`src/rtl/i2s_frame_tx.sv`:
```
// i2s_frame_tx: serial row-frame transmitter for the i2s_mask LED module chain.
// Sends a 16-bit header {x,y,2'b00,row} and then (x+1)*(y+1) pixel words, MSB first.
// Optional macro I2S_TX_PARITY_EN appends one XOR parity bit over the row's data bits.
// Ports:
//   clk, rst            system clock, synchronous active-high reset
//   start               begin one row (ignored while busy)
//   num_modules_x/y     array size minus 1, latched on accepted start
//   word_data/valid     upstream pixel word source
//   word_ready          word taken when word_valid & word_ready
//   i2s_data            serial data (registered)
//   i2s_clk_en          bit-clock enable (registered)
//   busy, row_num       row in progress, row index for the header
//   row_done            one-cycle pulse after the last bit of a row
module i2s_frame_tx #(
  parameter int NUM_ROWS = 8
) (
  input  logic        clk,
  input  logic        rst,
  input  logic        start,
  input  logic [3:0]  num_modules_x,
  input  logic [3:0]  num_modules_y,
  input  logic [15:0] word_data,
  input  logic        word_valid,
  output logic        word_ready,
  output logic        i2s_data,
  output logic        i2s_clk_en,
  output logic        busy,
  output logic [5:0]  row_num,
  output logic        row_done
);

  localparam logic [5:0] LAST_ROW = 6'(NUM_ROWS - 1);

  typedef enum logic [2:0] {
    S_IDLE,
    S_HDR,
    S_DATA,
`ifdef I2S_TX_PARITY_EN
    S_STALL,
    S_PAR
`else
    S_STALL
`endif
  } state_t;

  state_t      r_st;
  state_t      w_nxt;
  logic [15:0] r_sh;
  logic [3:0]  r_cnt;
  logic [3:0]  r_nx;
  logic [3:0]  r_ny;
  logic [8:0]  r_taken;
  logic [5:0]  r_row;
  logic        r_en;
  logic        r_done;
`ifdef I2S_TX_PARITY_EN
  logic        r_par;
  logic        w_topar;
`endif

  logic        w_start;
  logic        w_load;
  logic        w_ready;
  logic        w_end;
  logic        w_en;
  logic        w_shift;
  logic [4:0]  w_x1;
  logic [4:0]  w_y1;
  logic [9:0]  w_tot;
  logic [9:0]  w_left;

  // Words still to be loaded this row, from the latched array size.
  assign w_x1   = {1'b0, r_nx} + 5'd1;
  assign w_y1   = {1'b0, r_ny} + 5'd1;
  assign w_tot  = {5'd0, w_x1} * {5'd0, w_y1};
  assign w_left = w_tot - {1'b0, r_taken};

  always_comb begin
    w_nxt   = r_st;
    w_start = 1'b0;
    w_load  = 1'b0;
    w_ready = 1'b0;
    w_end   = 1'b0;
`ifdef I2S_TX_PARITY_EN
    w_topar = 1'b0;
`endif
    unique case (r_st)
      S_IDLE: begin
        if (start) begin
          w_start = 1'b1;
          w_nxt   = S_HDR;
        end
      end
      S_HDR, S_DATA: begin
        if (r_cnt == 4'd0) begin
          if (w_left != 10'd0) begin
            w_ready = 1'b1;
            if (word_valid) begin
              w_load = 1'b1;
              w_nxt  = S_DATA;
            end else begin
              w_nxt  = S_STALL;
            end
          end else begin
`ifdef I2S_TX_PARITY_EN
            w_topar = 1'b1;
            w_nxt   = S_PAR;
`else
            w_end   = 1'b1;
            w_nxt   = S_IDLE;
`endif
          end
        end
      end
      S_STALL: begin
        w_ready = 1'b1;
        if (word_valid) begin
          w_load = 1'b1;
          w_nxt  = S_DATA;
        end
      end
`ifdef I2S_TX_PARITY_EN
      S_PAR: begin
        w_end = 1'b1;
        w_nxt = S_IDLE;
      end
`endif
      default: w_nxt = S_IDLE;
    endcase
  end

  assign w_en = (w_nxt == S_HDR) || (w_nxt == S_DATA)
`ifdef I2S_TX_PARITY_EN
             || (w_nxt == S_PAR)
`endif
             ;

  // Shift only mid-word; on the last bit the register holds so a stall
  // keeps i2s_data steady.
  assign w_shift = ((r_st == S_HDR) || (r_st == S_DATA)) && (r_cnt != 4'd0);

  always_ff @(posedge clk) begin
    if (rst) r_st <= S_IDLE;
    else     r_st <= w_nxt;
  end

  always_ff @(posedge clk) begin
    if (rst) begin
      r_sh    <= '0;
      r_cnt   <= '0;
      r_nx    <= '0;
      r_ny    <= '0;
      r_taken <= '0;
      r_row   <= '0;
      r_en    <= 1'b0;
      r_done  <= 1'b0;
`ifdef I2S_TX_PARITY_EN
      r_par   <= 1'b0;
`endif
    end else begin
      r_en   <= w_en;
      r_done <= w_end;
      if (w_end)
        r_row <= (r_row == LAST_ROW) ? 6'd0 : r_row + 6'd1;
`ifdef I2S_TX_PARITY_EN
      if (r_st == S_DATA)
        r_par <= r_par ^ r_sh[15];
      if (w_start)
        r_par <= 1'b0;
`endif
      if (w_start) begin
        r_nx    <= num_modules_x;
        r_ny    <= num_modules_y;
        r_taken <= '0;
        r_sh    <= {num_modules_x, num_modules_y, 2'b00, r_row};
        r_cnt   <= 4'd15;
      end else if (w_load) begin
        r_sh    <= word_data;
        r_cnt   <= 4'd15;
        r_taken <= r_taken + 9'd1;
`ifdef I2S_TX_PARITY_EN
      end else if (w_topar) begin
        r_sh    <= {r_par ^ r_sh[15], 15'd0};
`endif
      end else if (w_shift) begin
        r_sh    <= {r_sh[14:0], 1'b0};
        r_cnt   <= r_cnt - 4'd1;
      end
    end
  end

  assign word_ready = w_ready;
  assign i2s_data   = r_sh[15];
  assign i2s_clk_en = r_en;
  assign busy       = (r_st != S_IDLE);
  assign row_num    = r_row;
  assign row_done   = r_done;

endmodule
```
`config.mk`:
```
export PLATFORM = sky130hd
export DESIGN_NAME = i2s_frame_tx
export DESIGN_NICKNAME = d
export VERILOG_FILES = /design/src/rtl/i2s_frame_tx.sv
export SDC_FILE = /design/constraint.sdc
export NUM_CORES = 1
export LEC_CHECK = 0
export CAP_MARGIN = 15
export CORE_MARGIN = 2
export CORE_UTILIZATION = 42
export CTS_CLUSTER_SIZE = 14
export DETAILED_ROUTE_END_ITERATION = 8
export GPL_TIMING_DRIVEN = 1
export PLACE_DENSITY = 0.61
export REMOVE_ABC_BUFFERS = 1
export SLEW_MARGIN = 20
export SYNTH_ARGS = -nofsm -noshare
export SYNTH_HDL_FRONTEND = slang
export SYNTH_SLANG_ARGS = --single-unit
```
`constraint.sdc`:
```
create_clock -name clk -period 14.12 [get_ports clk]
set_input_delay 2.824 -clock clk [delete_from_list [all_inputs] [get_ports clk]]
set_output_delay 2.824 -clock clk [all_outputs]
set_load 0.005 [all_outputs]
```
==> results of run 1 <==
-- registers in the layout (all words and copies together), names as in the netlist --
signal / cells
i2s_clk_en: 1
r_cnt: 4
r_nx: 4
r_ny: 4
r_sh: 16
r_st: 3
r_taken: 9
row_done: 1
row_num: 6
-- Yosys cell counts, drive strengths merged (10+ instances only) --
cell    number  area share (%)
nand2       62             6.6
dfxtp       48              27
nor2        41             4.4
a21oi       36             5.1
inv         34             3.6
ha          23             8.1
fa          18              10
o21ai       17             2.5
clkbuf      14             1.5
nand3       13             2.0
nor3        11             1.7
xnor2       10             2.5
-- where the power goes --
part           switching [µW]  total, µW  internal [µW]
clock network            49.2       83.8           34.7
registers                4.50        145            141
logic                    51.4       91.1           39.7
total                     105        320            215
-- critical path, cell delays in order (launching register included) --
cell and delay, ns:
dfxtp_1 0.46, ha_1 0.28, xor2_1 0.26, nand2b_1 0.14
fa_1 0.54, inv_1 0.04, ha_1 0.29, fa_1 0.55
ha_1 0.19, inv_1 0.06, fa_1 0.48, nor4b_1 0.20
o21ai_0 0.19, or3_4 0.45, o31ai_4 0.47, nand2_1 0.14
clkdlybuf4s50_1 0.46
-- layout make-up --
| cell class | instances | area [µm²] | area share (%) |
|---|---|---|---|
| multi-input cells | 333 | 2370 | 58.1 |
| flip-flops and latches | 48 | 961 | 23.6 |
| repair buffers | 40 | 395 | 9.71 |
| inverters | 35 | 131 | 3.22 |
| well taps | 105 | 131 | 3.22 |
| clock buffers | 5 | 68.8 | 1.69 |
| clock inverters | 3 | 18.8 | 0.461 |
-- how the worst max path moves through the flow --
stage	startpoint	end	slack [ns]	depth (start not counted)
finish	r_ny[0]	word_ready	5.78	16
global route	r_ny[0]	word_ready	5.34	16
CTS	r_ny[0]	word_ready	5.70	16
detailed placement	r_ny[0]	word_ready	6.09	16
global placement	r_ny[0]	word_ready	6.24	16
floorplan	r_ny[0]	word_ready	7.02	15
-- per-layer routing --
layer	share of wire, %	up-vias	wire length (µm)	track usage, %
met2	49	60	4240	34.0
li1	-	1571	-	-
met1	46	1526	3940	25.9
met4	1.1	0	99	4.05
met5	0	-	0	0
met3	3.8	9	325	2.58
-- cells by family after synthesis --
logic type	after synthesis	synth area share (%)
xor+xnor	15	3.70
fa+ha+maj	41	18.3
mux	11	3.35
simple gates	162	21.2
buf+inv	55	6.17
compound gates	103	20.1
other cells	1	0.106
flops	48	27.1
-- per-stage QoR --
stage                     hold slack, ns  cell area (µm²)
after global routing               0.502             4070
after detailed placement           0.460             3990
after floorplan                    0.435             3460
after global placement             0.445             3990
after CTS                          0.466             4070
final                              0.464             4070
==> impl_metrics.csv, run 1 <==
group,metric,value,unit
outcome,status,"completed",
worst_setup_path,r2r-start,"r_ny[0]",
grt,grt_use_total,19.5,%
routing,wl,8610,µm
worst_hold_path,holdPathStages,2,
power_and_ir_drop,vdd_drop_max,0.0637,mV
clock_network,post_cts_resized,0,
floorplan,fp.dieArea,0.00920,mm²
worst_setup_path,cp_max_fo,10,
clock_network,cts_made_buffers,5,
worst_setup_path,required,11.30,ns
clock_network,post_cts_buffers,0,
layout,final_common_cell,"nand2_1",
synthesis,synthArstFlopShare,0,%
synthesis,ys_seq_area_share,27.1,%
floorplan,dieHeight,95.9,µm
placement,dpl.hpwl,6460,µm
layout,num-fill-cells,814,
worst_setup_path,critical_path_class,"flop to primary output",
layout,fin_cells,569,
clock_network,tritoncts,"done",
routing,final_antenna_net_count,0,
floorplan,die_x,95.9,µm
floorplan,design.core.area,0.00822,mm²
synthesis,synth-edff-count,0,
worst_setup_path,setup.worst_path.end_class,"primary output",
synthesis,synth_cell_type_count,59,
power_and_ir_drop,power_leakage,0.00153,µW
synthesis,synth_area,0.00355,mm²
timing,fmax,120,MHz
timing,finalMaxSlewViolations,0,
routing,drt_first_pass_iters,4,
timing,finalSetupTns,0,ns
worst_hold_path,min_to,"r_taken[7]",
worst_hold_path,hold_class,"flop to flop",
power_and_ir_drop,total_power,320,µW
clock_network,cts_root_buf,"clkbuf_8",
routing,drc,0,
synthesis,avgSynthCellArea,8.14,µm²
clock_network,worstSkewPairLatency,0.31,ns
timing,tightest_slew,0.901,ns
grt,grt_pass1_wl,14200,µm
worst_setup_path,cp.arrival,5.52,ns
grt,grt_pass1_vias,3029,
grt,grt_max_degree,37,
timing,period_needed,8.34,ns
routing,viasPerCell,5.56,
timing,finalHoldViolCount,0,
synthesis,syn-instance-count,436,
timing,period_share,59.1,%
floorplan,fp-row-count,33,
placement,preCtsSetupSlack,6.09,ns
placement,port_buffers,38,
routing,routedWlPerCell,15.1,µm
placement,placedCellCount,561,
worst_setup_path,worst-r2r-setup-slack,8.94,ns
worst_setup_path,start_kind,"flop",
routing,num_vias,3166,
clock_network,cts_hold_buf,0,
layout,antennaDiodeCount,0,
grt,antenna_found_initial,0,
worst_setup_path,r2r_end,"r_taken[3]",
timing,final-setup-viol-count,0,
synthesis,yosys_warnings,0,
placement,routabilityCongestion,0.851,
grt,grt-ovfl-total,0,
clock_network,cts.clk_slew.worst_paths,0.10,ns
worst_setup_path,rr_worst_depth,16,
clock_network,max-clock-path-buffers,2,
layout,final_cell_mix,"nand2_1 (62), dfxtp_1 (48), nor2_1 (40)",
layout,layout.nets,532,
layout,syn_to_final_growth,14.9,%
floorplan,start_util,43.2,%
job,maxCapViolations,0,
synthesis,synth_seq_cells,48,
worst_hold_path,min_from,"r_taken[7]",
clock_network,htreeDepth,2,
timing,fin_worst_skew,0.00696,ns
floorplan,io_pins,39,
layout,fin_util,49.6,%
clock_network,clock-sinks,48,
power_and_ir_drop,power_density,78.5,mW/mm²
layout,drive_above_1_share,5.82,%
timing,setup_slack,5.78,ns
synthesis,synth_ff_type,"dfxtp_1",
routing,first_iter_violations,189,
timing,rsz0062_at_grt,"false",
timing,slew_headroom,39.7,%
Note: power is estimated with default switching activity, not from simulation.
==> run 2, diff against run 1 <==
--- a/config.mk
+++ b/config.mk
@@ -11,7 +11,7 @@
 export CTS_CLUSTER_SIZE = 14
 export DETAILED_ROUTE_END_ITERATION = 8
 export GPL_TIMING_DRIVEN = 1
-export PLACE_DENSITY = 0.61
+export PLACE_DENSITY = 0.64
 export REMOVE_ABC_BUFFERS = 1
 export SLEW_MARGIN = 20
 export SYNTH_ARGS = -nofsm -noshare
==> constraint.sdc (replaced) <==
create_clock -name clk -period 6.8 [get_ports clk]
set_input_delay 1.36 -clock clk [delete_from_list [all_inputs] [get_ports clk]]
set_output_delay 1.36 -clock clk [all_outputs]
set_load 0.005 [all_outputs]
==> run 2 against run 1 <==
  * Flip-flop and latch count unchanged
  * Cell count increased by 0.18%
  * Setup slack worse by 5.4 ns
  * Global-route usage down 0.80 points
  * Routed wire length down 5.5%
  * Hold slack improved by 0.0022 ns
  * Largest power group unchanged
  * Total power is 120% higher
  * Sequential power is 110% higher
  * Clock skew barely moved
  * Sequential share of layout area decreased by 0.23 points
  * Register-to-register slack got worse by 7.2 ns
  * Highest routed layer unchanged
==> impl_metrics.csv, run 2 (synthesis gave the netlist of run 1 again) <==
group,metric,value,unit
layout,multi_input_area,0.00238,mm²
power_and_ir_drop,vdd_drop_max,0.142,mV
grt,grt_util_met1,26.0,%
grt,grt_max_degree,37,
layout,antennaDiodeCount,0,
worst_setup_path,cp.arrival,5.09,ns
worst_setup_path,cp_max_fo,8,
clock_network,tritoncts,"done",
floorplan,fp.dieArea,0.00920,mm²
grt,grt_pass1_vias,2932,
timing,rsz0062_at_grt,"false",
grt,grt_pass1_wl,13500,µm
layout,drive_above_1_share,6.88,%
routing,routedWlPerCell,14.3,µm
grt,top_usage_layer,"met2",
clock_network,clock-sinks,48,
layout,final_common_cell,"nand2_1",
worst_setup_path,cpMostUsedCell,"fa_1",
floorplan,fp-row-count,33,
timing,finalSetupTns,0,ns
layout,largest_reg_flops,16,
routing,drt_first_pass_iters,4,
placement,placed_area,0.00399,mm²
worst_setup_path,max_stage_delay,0.55,ns
layout,regArea,963,µm²
timing,period_needed,6.45,ns
worst_setup_path,crit_path_top_delay_cell,"fa_1",
routing,first_iter_violations,137,
floorplan,io_pins,39,
layout,layout.nets,533,
timing,slew_headroom,42.1,%
power_and_ir_drop,total_power,705,µW
clock_network,cts_root_buf,"clkbuf_8",
worst_setup_path,critical_path_class,"flop to primary output",
worst_setup_path,start_kind,"flop",
timing,final-setup-viol-count,0,
grt,gr-usage-met2,30.5,%
routing,wl,8140,µm
clock_network,htreeDepth,2,
worst_setup_path,setup.worst_path.end_class,"primary output",
clock_network,max-clock-path-buffers,2,
clock_network,cts.clk_slew.worst_paths,0.10,ns
floorplan,dieHeight,95.9,µm
routing,num_vias,3150,
timing,finalMaxSlewViolations,0,
routing,drc,0,
worst_hold_path,hold_class,"flop to flop",
routing,viasPerCell,5.53,
layout,regMostFlops,"r_sh",
timing,tightest_slew,0.865,ns
layout,syn_to_final_growth,16.3,%
worst_setup_path,path_buf_inv,2,
grt,grt_use_total,18.7,%
grt,grtUsageMet3,2.35,%
clock_network,cts_made_buffers,5,
timing,fmax,155,MHz
power_and_ir_drop,power_density,171,mW/mm²
placement,routabilityCongestion,0.818,
power_and_ir_drop,power_leakage,0.00154,µW
worst_setup_path,crit_family,"adder cells",
placement,preCtsSetupSlack,0.589,ns
layout,num-fill-cells,774,
layout,final_cell_mix,"nand2_1 (62), dfxtp_1 (46), nor2_1 (40)",
placement,dpl.hpwl,6180,µm
floorplan,start_util,43.2,%
worst_setup_path,required,5.44,ns
clock_network,worstSkewPairLatency,0.30,ns
outcome,status,"completed",
clock_network,cts_hold_buf,0,
routing,final_antenna_net_count,0,
grt,grt-ovfl-total,0,
placement,port_buffers,38,
timing,setup_slack,0.349,ns
timing,finalHoldViolCount,0,
floorplan,design.core.area,0.00822,mm²
job,maxCapViolations,0,
layout,postLayoutCellArea,0.00413,mm²
timing,fin_worst_skew,0.00698,ns
grt,antenna_found_initial,0,
timing,period_share,94.9,%
floorplan,die_x,95.9,µm
worst_setup_path,cp_cell_sequence,"ha_1 -> nand3_1 -> or2_2 -> fa_1 -> fa_1 -> fa_1 -> inv_1 -> ha_1 -> o211ai_1 -> o21ai_1 -> o221a_1 -> o21ai_0 -> o31ai_4 -> nand2_1 -> clkdlybuf4s50_1",
run 2: through the flow:
step	hold WS [ns]	utilization (%)	std cells
2_1_floorplan	0.435	-	416
3_3_place_gp	0.441	48.6	562
3_5_place_dp	0.447	48.6	562
4_1_cts	0.468	50.0	570
5_1_grt	0.483	50.2	570
6_report	0.466	50.2	570
run 2: timing repair:
action | in CTS | in global routing
gates resized for setup | 0 | 5
endpoints found under the setup margin | 0 | 1
buffers inserted | 0 | 0
run 2: area by class of cell:
| cell class | count | area share [%] |
|---|---|---|
| Multi-Input combinational cell | 333 | 57.7 |
| Clock buffer | 5 | 1.67 |
| Clock inverter | 3 | 1.12 |
| Tap cell | 105 | 3.18 |
| Inverter | 35 | 3.18 |
| Timing Repair Buffer | 41 | 9.77 |
| Sequential cell | 48 | 23.4 |
run 2: power breakdown:
part | internal (µW) | total [µW] | switching, µW
registers | 292 | 301 | 9.46
logic | 82.2 | 188 | 106
clock network | 111 | 215 | 104
total | 485 | 705 | 220
run 2: worst min-delay path, delay by kind of cell, from the launching register on:
family	cells	cell delay (ns)
mux	1	0.05
flops	1	0.32
simple gates	1	0.05
run 2: path summary, 6_finish.rpt:
| kind | startpoint | end | slack, ns | cells past startpoint |
|---|---|---|---|---|
| max reg2reg | r_ny[0] | r_taken[3] | 1.75 | 16 |
| max | r_ny[0] | word_ready | 0.35 | 15 |
| min reg2reg | r_taken[8] | r_taken[8] | 0.47 | 2 |
| min | r_taken[8] | r_taken[8] | 0.47 | 2 |
run 2: routing by layer:
| metal | wire length, µm | part of all wire (%) | up-vias |
|---|---|---|---|
| met5 | 0 | 0 | - |
| met3 | 262 | 3.2 | 8 |
| li1 | - | - | 1572 |
| met4 | 100 | 1.2 | 0 |
| met1 | 3860 | 47 | 1506 |
| met2 | 3920 | 48 | 64 |
==> run 3, diff against run 2 <==
--- a/config.mk
+++ b/config.mk
@@ -10,6 +10,7 @@
 export CORE_UTILIZATION = 42
 export CTS_CLUSTER_SIZE = 14
 export DETAILED_ROUTE_END_ITERATION = 8
+export GPL_ROUTABILITY_DRIVEN = 0
 export GPL_TIMING_DRIVEN = 1
 export PLACE_DENSITY = 0.64
 export REMOVE_ABC_BUFFERS = 1
==> results of run 3 <==
No change in the layout: final DEF, timing and power equal those of run 2.
